<file path="src/rtl/fixed_mult_seq.sv">
// Sequential signed fixed-point multiplier.
// Takes two WIDTH-bit two's-complement operands and returns the exact 2*WIDTH-bit product.
// Works on magnitudes with a radix-2 shift-add loop, one iteration per cycle.
// The sign is applied when the result is registered.
module fixed_mult_seq #(
    parameter int unsigned WIDTH = 32
) (
    input  logic               clk,
    input  logic               rst_n,
    input  logic               in_valid,
    output logic               in_ready,
    input  logic [WIDTH-1:0]   a,
    input  logic [WIDTH-1:0]   b,
    output logic               out_valid,
    input  logic               out_ready,
    output logic [2*WIDTH-1:0] product,
    output logic               busy
);

    localparam int unsigned PW   = 2 * WIDTH;
    localparam int unsigned CntW = $clog2(WIDTH + 1);

    typedef enum logic [1:0] {
        StIdle,
        StCalc,
        StDone
    } state_e;

    state_e            state_q, state_d;
    logic [WIDTH-1:0]  mcand_q, mcand_d;    // |a|
    logic [WIDTH-1:0]  mplier_q, mplier_d;  // |b|, consumed LSB first
    logic [PW:0]       acc_q, acc_d;        // one spare bit catches the add carry
    logic [CntW-1:0]   cnt_q, cnt_d;
    logic              sign_q, sign_d;
    logic [PW-1:0]     product_q, product_d;

    logic [WIDTH-1:0]  a_mag, b_mag;
    logic [WIDTH:0]    upper_sum;
    logic [PW-1:0]     mag;

    // State register with synchronous active-low reset
    always_ff @(posedge clk) begin
        if (!rst_n) begin
            state_q   <= StIdle;
            mcand_q   <= '0;
            mplier_q  <= '0;
            acc_q     <= '0;
            cnt_q     <= '0;
            sign_q    <= 1'b0;
            product_q <= '0;
        end else begin
            state_q   <= state_d;
            mcand_q   <= mcand_d;
            mplier_q  <= mplier_d;
            acc_q     <= acc_d;
            cnt_q     <= cnt_d;
            sign_q    <= sign_d;
            product_q <= product_d;
        end
    end

    // Next-state, datapath and handshake outputs
    always_comb begin
        state_d   = state_q;
        mcand_d   = mcand_q;
        mplier_d  = mplier_q;
        acc_d     = acc_q;
        cnt_d     = cnt_q;
        sign_d    = sign_q;
        product_d = product_q;

        // Magnitude of the most negative value wraps to 2^(WIDTH-1), which is correct unsigned.
        a_mag = a[WIDTH-1] ? (~a + WIDTH'(1)) : a;
        b_mag = b[WIDTH-1] ? (~b + WIDTH'(1)) : b;

        upper_sum = acc_q[PW:WIDTH] + {1'b0, (mplier_q[0] ? mcand_q : '0)};
        mag       = '0;

        in_ready  = 1'b0;
        out_valid = 1'b0;
        busy      = 1'b0;

        unique case (state_q)
            StIdle: begin
                in_ready = 1'b1;
                if (in_valid) begin
                    mcand_d  = a_mag;
                    mplier_d = b_mag;
                    sign_d   = a[WIDTH-1] ^ b[WIDTH-1];
                    acc_d    = '0;
                    cnt_d    = '0;
                    state_d  = StCalc;
                end
            end
            StCalc: begin
                busy     = 1'b1;
                acc_d    = {1'b0, upper_sum, acc_q[WIDTH-1:1]};
                mplier_d = mplier_q >> 1;
                cnt_d    = cnt_q + CntW'(1);
                if (cnt_q == CntW'(WIDTH - 1)) begin
                    mag       = acc_d[PW-1:0];
                    // Two's-complement negation of zero stays zero.
                    product_d = sign_q ? (~mag + PW'(1)) : mag;
                    state_d   = StDone;
                end
            end
            StDone: begin
                busy      = 1'b1;
                out_valid = 1'b1;
                if (out_ready) begin
                    state_d = StIdle;
                end
            end
            default: begin
                state_d = StIdle;
            end
        endcase
    end

    assign product = product_q;

endmodule

</file>
<file path="config.mk">
export PLATFORM = sky130hd
export DESIGN_NAME = fixed_mult_seq
export DESIGN_NICKNAME = d
export VERILOG_FILES = /design/src/rtl/fixed_mult_seq.sv
export SDC_FILE = /design/constraint.sdc
export NUM_CORES = 1
export LEC_CHECK = 0
export CORE_ASPECT_RATIO = 0.6
export CORE_MARGIN = 2
export CORE_UTILIZATION = 52
export CTS_CLUSTER_SIZE = 30
export DETAILED_ROUTE_END_ITERATION = 12
export GPL_TIMING_DRIVEN = 1
export HOLD_SLACK_MARGIN = 0.05
export PLACE_DENSITY = 0.72
export SLEW_MARGIN = 20
export SYNTH_ARGS = -nofsm -noshare
export SYNTH_HDL_FRONTEND = slang
export SYNTH_SLANG_ARGS = --single-unit
</file>
<file path="constraint.sdc">
create_clock -name clk -period 5.9 [get_ports clk]
set_input_delay 1.18 -clock clk [delete_from_list [all_inputs] [get_ports clk]]
set_output_delay 1.18 -clock clk [all_outputs]
set_load 0.02 [all_outputs]
</file>
======== Word level (Yosys, flattened, before mapping) ========
Cells that the tools add are included.
cells by class
  divide/modulo/power cells ............... 0
  eq/ne operators ......................... 6
  $mul .................................... 0
  shifts and indexed selects .............. 0
  $add $sub $neg .......................... 5
  bitwise operators ....................... 4
  reduce and logical (&&, ||, !) cells .... 7
  magnitude comparators ................... 0
  mux-type cells .......................... 17
operators with widths
  cell                                                             count
  65-bit case mux with 2 select lines                              1
  32-bit two-way mux                                               4
  65-bit two-way mux                                               1
  32-bit by 1-bit adder with 32-bit output, second input constant  2
  64-bit by 1-bit adder with 64-bit output, second input constant  1
  64-bit two-way mux                                               1
  32-bit NOT                                                       2
  64-bit NOT                                                       1
  32-bit case mux with 2 select lines                              1
  33-bit by 32-bit adder with 33-bit output                        1
  6-bit case mux with 2 select lines                               1
  6-bit by 1-bit adder with 6-bit output, second input constant    1
  6-bit by 5-bit == test with 1-bit output, second input constant  1
  2-bit two-way mux                                                3
  6-bit two-way mux                                                1
  2-bit != test, second input constant                             3
  2-bit case mux with 3 select lines                               1
  2-bit AND reduction                                              3
  1-bit two-way mux                                                3
  3-bit AND reduction                                              1
  2-bit by 1-bit == test with 1-bit output, second input constant  1
  2-bit == test, second input constant                             1
  2-bit logical NOT                                                1
  2-bit nonzero test                                               1
  other kinds (2)                                                  2
storage, ports and cells
  bits of input ports ..................... 68
  flip-flop bits (word level) ............. 202
  memories kept ........................... 0
  bits in latches ......................... 0
  word-level logic and storage cells ...... 46
  memory bits (read-only) ................. 0
  memory bits (writable) .................. 0

======== Longest topological paths before layout ========
  word-level depth ........................ 5
  gate-level depth with buffers ........... 15

======== Worst setup path after synthesis ========
OpenSTA, ideal clock, no wires.
  path type ............................... reg2reg
  start ................................... register mplier_q[0]
  end ..................................... register product_q[63] (netlist: product[63])
  arrival time ............................ 4311 ps
  slack ................................... 1511 ps
  setup time .............................. 79 ps
  cell stages (with the launch flop) ...... 15
  clock period less this slack ............ 4389 ps
  cells stage by stage .................... dfxtp_1 -> clkbuf_1 -> and2_1 -> ha_1 -> fa_1 -> a21o_1 -> a311o_1 -> a32o_1 -> nand4bb_1 -> a211oi_1 -> nor3b_1 -> or4_1 -> or4b_4 -> or4_1 -> o211ai_1
on the way
  word-level cells in the longest chain between the ends .. 5
ends and longest elaborated chain
  what                                         RTL line  source
  start: declaration                           31        logic [WIDTH-1:0] mplier_q, mplier_d;
  start signal: assignment                     54        mplier_q <= mplier_d;
  32-bit two-way mux *                         76        upper_sum = acc_q[PW:WIDTH] + {1'b0, (mplier_q[0] ? mcand_q : '0)};
  33-bit by 32-bit adder with 33-bit output *  76
  64-bit NOT                                   103       product_d = sign_q ? (~mag + PW'(1)) : mag;
  64-bit by 1-bit adder with 64-bit output     103
  64-bit two-way mux *                         103
  end signal: assignment                       58        product_q <= product_d;
  end: declaration                             35        logic [PW-1:0] product_q, product_d;
Every way passes the cells marked *; elsewhere a longest branch is shown, timed or not.
A chain may end at the register's enable or synchronous reset.

======== Final worst setup path ========
Same ends and word-level chain as after synthesis.

==> results.tsv <==
metric	value	unit
status	finished clean	
fin crit share	85.6	%
Max Used Layer	met4	
share of layout cells above drive strength 1	4.94	%
clock buffer count from CTS	17	
area leader, netlist	dfxtp_1	
detailed-route via count	11634	
pins over their slew limit	0	
most frequently used flop master after synthesis	dfxtp_1	
Final Skew	0.0125	ns
pwr/cell area	232	nW/um^2
TritonCTS clock tree	built	
Yosys top cell area share	33.3	%
WS Path Type	register to register	
#FFs+latches synth	200	
CP Cell Sequence	and2_1 > ha_1 > a21oi_1 > o311ai_1 > a21oi_1 > o21bai_1 > xor2_1 > buf_4 > or4_1 > nor3_2 > or4b_4 > or4_1 > o211ai_1	
WP buf/inv	1	
Area contributors post-synth	dfxtp_1, xor2_1, nor2_1, nand2_1, a211oi_1	
final hold vios	0	
Std-Cell Rows	43	
sw frac	32.1	%
CTS clk-pin slew, worst paths	0.08	ns
VDD IR max	0.000209	V
Sw Pwr	1.05	mW
clk sinks	200	
hold_buf cts	0	
worst skew pair latency	0.44	ns
gr ovfl total	0	
Comb pwr share	20.3	%
sequential share of the synthesized area	33.3	%
DIE AREA	24400	um^2
gr usage total	29.2	%
hold_ws	0.452	ns
crit path max-delay cell type	dfxtp_1	
Starting Density	52.5	%
die width	200	um
CTS root buffer	clkbuf_16	
Leakage	5.24	nW
TritonRoute pass-1 iters	5	
largest net degree at the start of global routing	103	
met2 WL	13.3	mm
remaining antenna violation count after routing	0	
cell class contributing the biggest share of worst-path delay	simple AND/OR/NAND/NOR gates	
count leader, synth	dfxtp_1	
final worst slack	0.848	ns
Slew HR	33.1	%
max_cap viols	0	
first-pass GRT wire length	56.5	mm
Setup crit end kind	register	
Final GP Congestion	0.990	
CTS-repair resized insts	0	
# IOs	135	
drt drc	0	
Synth Instances	1543	
sequential power share	44.7	%
DR WL met3	3.35	mm
Max clock buf depth	2	
setup TNS	0	ns
Pwr Total	3.27	mW
Max Fclk	198	MHz
Wirelength per Cell	18.5	um
CP startpoint kind	register	
Area Growth Syn to Fin	17.2	%
Int Power	2.22	mW
Yosys cell types	73	
H-tree levels	4	
met1 wire length	18.8	mm
required time worst endpoint	6.27	ns
port bufs	134	
Post-CTS Setup Repair Bufs	0	
syn_nets	1651	
clock power share	35.0	%
Yosys Warn Count	0	
vias per cell	6.02	
Core Region	22900	um^2
vias in the first global route	10118	
asr flop ratio synth	0	%
Final setup viols	0	
DP Worst Slack	1.03	ns
n_diodes	0	
post-DP HPWL	26.3	mm
Final #Nets	1713	
initial antenna violation count	0	
crit path max fanout	14	
EDFF count, synth	0	
Mean Syn Cell Area	7.79	um^2
critical path arrival	5.42	ns
fin crit period	5.05	ns
Finished Core Util	61.6	%
drt initial violations	1259	
Worst Tran Pin Value	1.00	ns
synthesized area	12000	um^2
CP max stage delay	0.79	ns
HP Class	register to register	
most frequent cells after synthesis	dfxtp_1, nor2_1, nand2_1	
Routed WL	35.7	mm
Vert. Die Dim	122	um
RSZ-0062 raised after global routing	no	
==> cells in the final DEF (no fill, tap or decap), types with 4 or more instances in the layout <==
master	n
buf_4	13
or4_1	24
o31ai_1	35
clkinv_4	4
nor2_1	189
mux2i_1	4
a21oi_1	98
or2_2	7
a31oi_1	4
or3_1	14
inv_1	17
o21bai_1	5
nand2_1	189
clkbuf_16	17
a22oi_1	66
o21a_1	4
xnor2_1	27
and2_1	40
o211ai_1	10
o41ai_1	21
nand2b_1	4
ha_1	38
o21ai_1	6
and4_1	4
xor2_1	112
nor3_1	13
clkdlybuf4s50_1	132
nand3_1	17
inv_6	4
nand3b_1	7
nand4_1	15
o21ai_0	89
and3_1	7
a211oi_1	75
dfxtp_1	199
a221oi_1	5
nor4_1	9
a21o_1	15
==> cell type report <==
cell class	count	area [um^2]
multi-input combinational	1217	7560
timing repair buffer	150	1490
tap	315	394
fill	2070	8780
inverter	19	73.8
clock buffer	20	457
sequential	200	4010
clock inverter	12	105
==> worst paths after layout <==
| kind | startpoint | end | slack, ns | cells after the start |
|---|---|---|---|---|
| worst max-delay path | mplier_q[0] | product[63] | 0.85 | 13 |
| worst min-delay path | mcand_q[22] | mcand_q[22] | 0.45 | 2 |
| worst max register to register | mplier_q[0] | product[63] | 0.85 | 13 |
| worst min register to register | mcand_q[22] | mcand_q[22] | 0.45 | 2 |
==> logic make-up after synthesis <==
group,Yosys count,synth area share [%]
AO/OA/AOI/OAI,467,25.8
flip-flops,200,33.3
multiplexers,5,0.427
AND/OR/NAND/NOR,566,22.2
XOR/XNOR,139,10.1
buffers and inverters,126,3.94
adder cells (fa/ha/maj),40,4.23
==> metal layers <==
layer / GRT usage [%] / up-vias
li1: - / 5705
met1: 47.4 / 5507
met2: 37.6 / 407
met3: 7.89 / 15
met4: 4.38 / 0
met5: 0 / -
==> power groups by stage <==
stage	registers (mW)	logic [mW]	clock network, mW
floorplan	1.45	0.457	0
global placement	1.49	0.642	0
detailed placement	1.49	0.649	0
CTS	1.46	0.652	1.16
global route	1.47	0.724	1.21
finish	1.46	0.663	1.14
==> worst reg2reg max path: stages, from the launching register on <==
cell	delay, ns
dfxtp_1	0.79
and2_1	0.23
ha_1	0.33
a21oi_1	0.47
o311ai_1	0.24
a21oi_1	0.45
o21bai_1	0.17
xor2_1	0.18
buf_4	0.17
or4_1	0.62
nor3_2	0.24
or4b_4	0.50
or4_1	0.49
o211ai_1	0.10
==> through the flow <==
step	instances	area (um^2)
after floorplan	1543	12000
after global placement	1901	13500
after detailed placement	1901	13500
after CTS	1933	14100
after global routing	1933	14100
final	1933	14100
==> flip-flops by register name (all words and copies together), names as in the netlist <==
| name | count |
|---|---|
| mplier_q | 32 |
| sign_q | 1 |
| cnt_q | 6 |
| product | 64 |
| acc_q | 63 |
| mcand_q | 32 |
| state_q | 2 |
No activity file was read; power rests on OpenSTA's default activity.
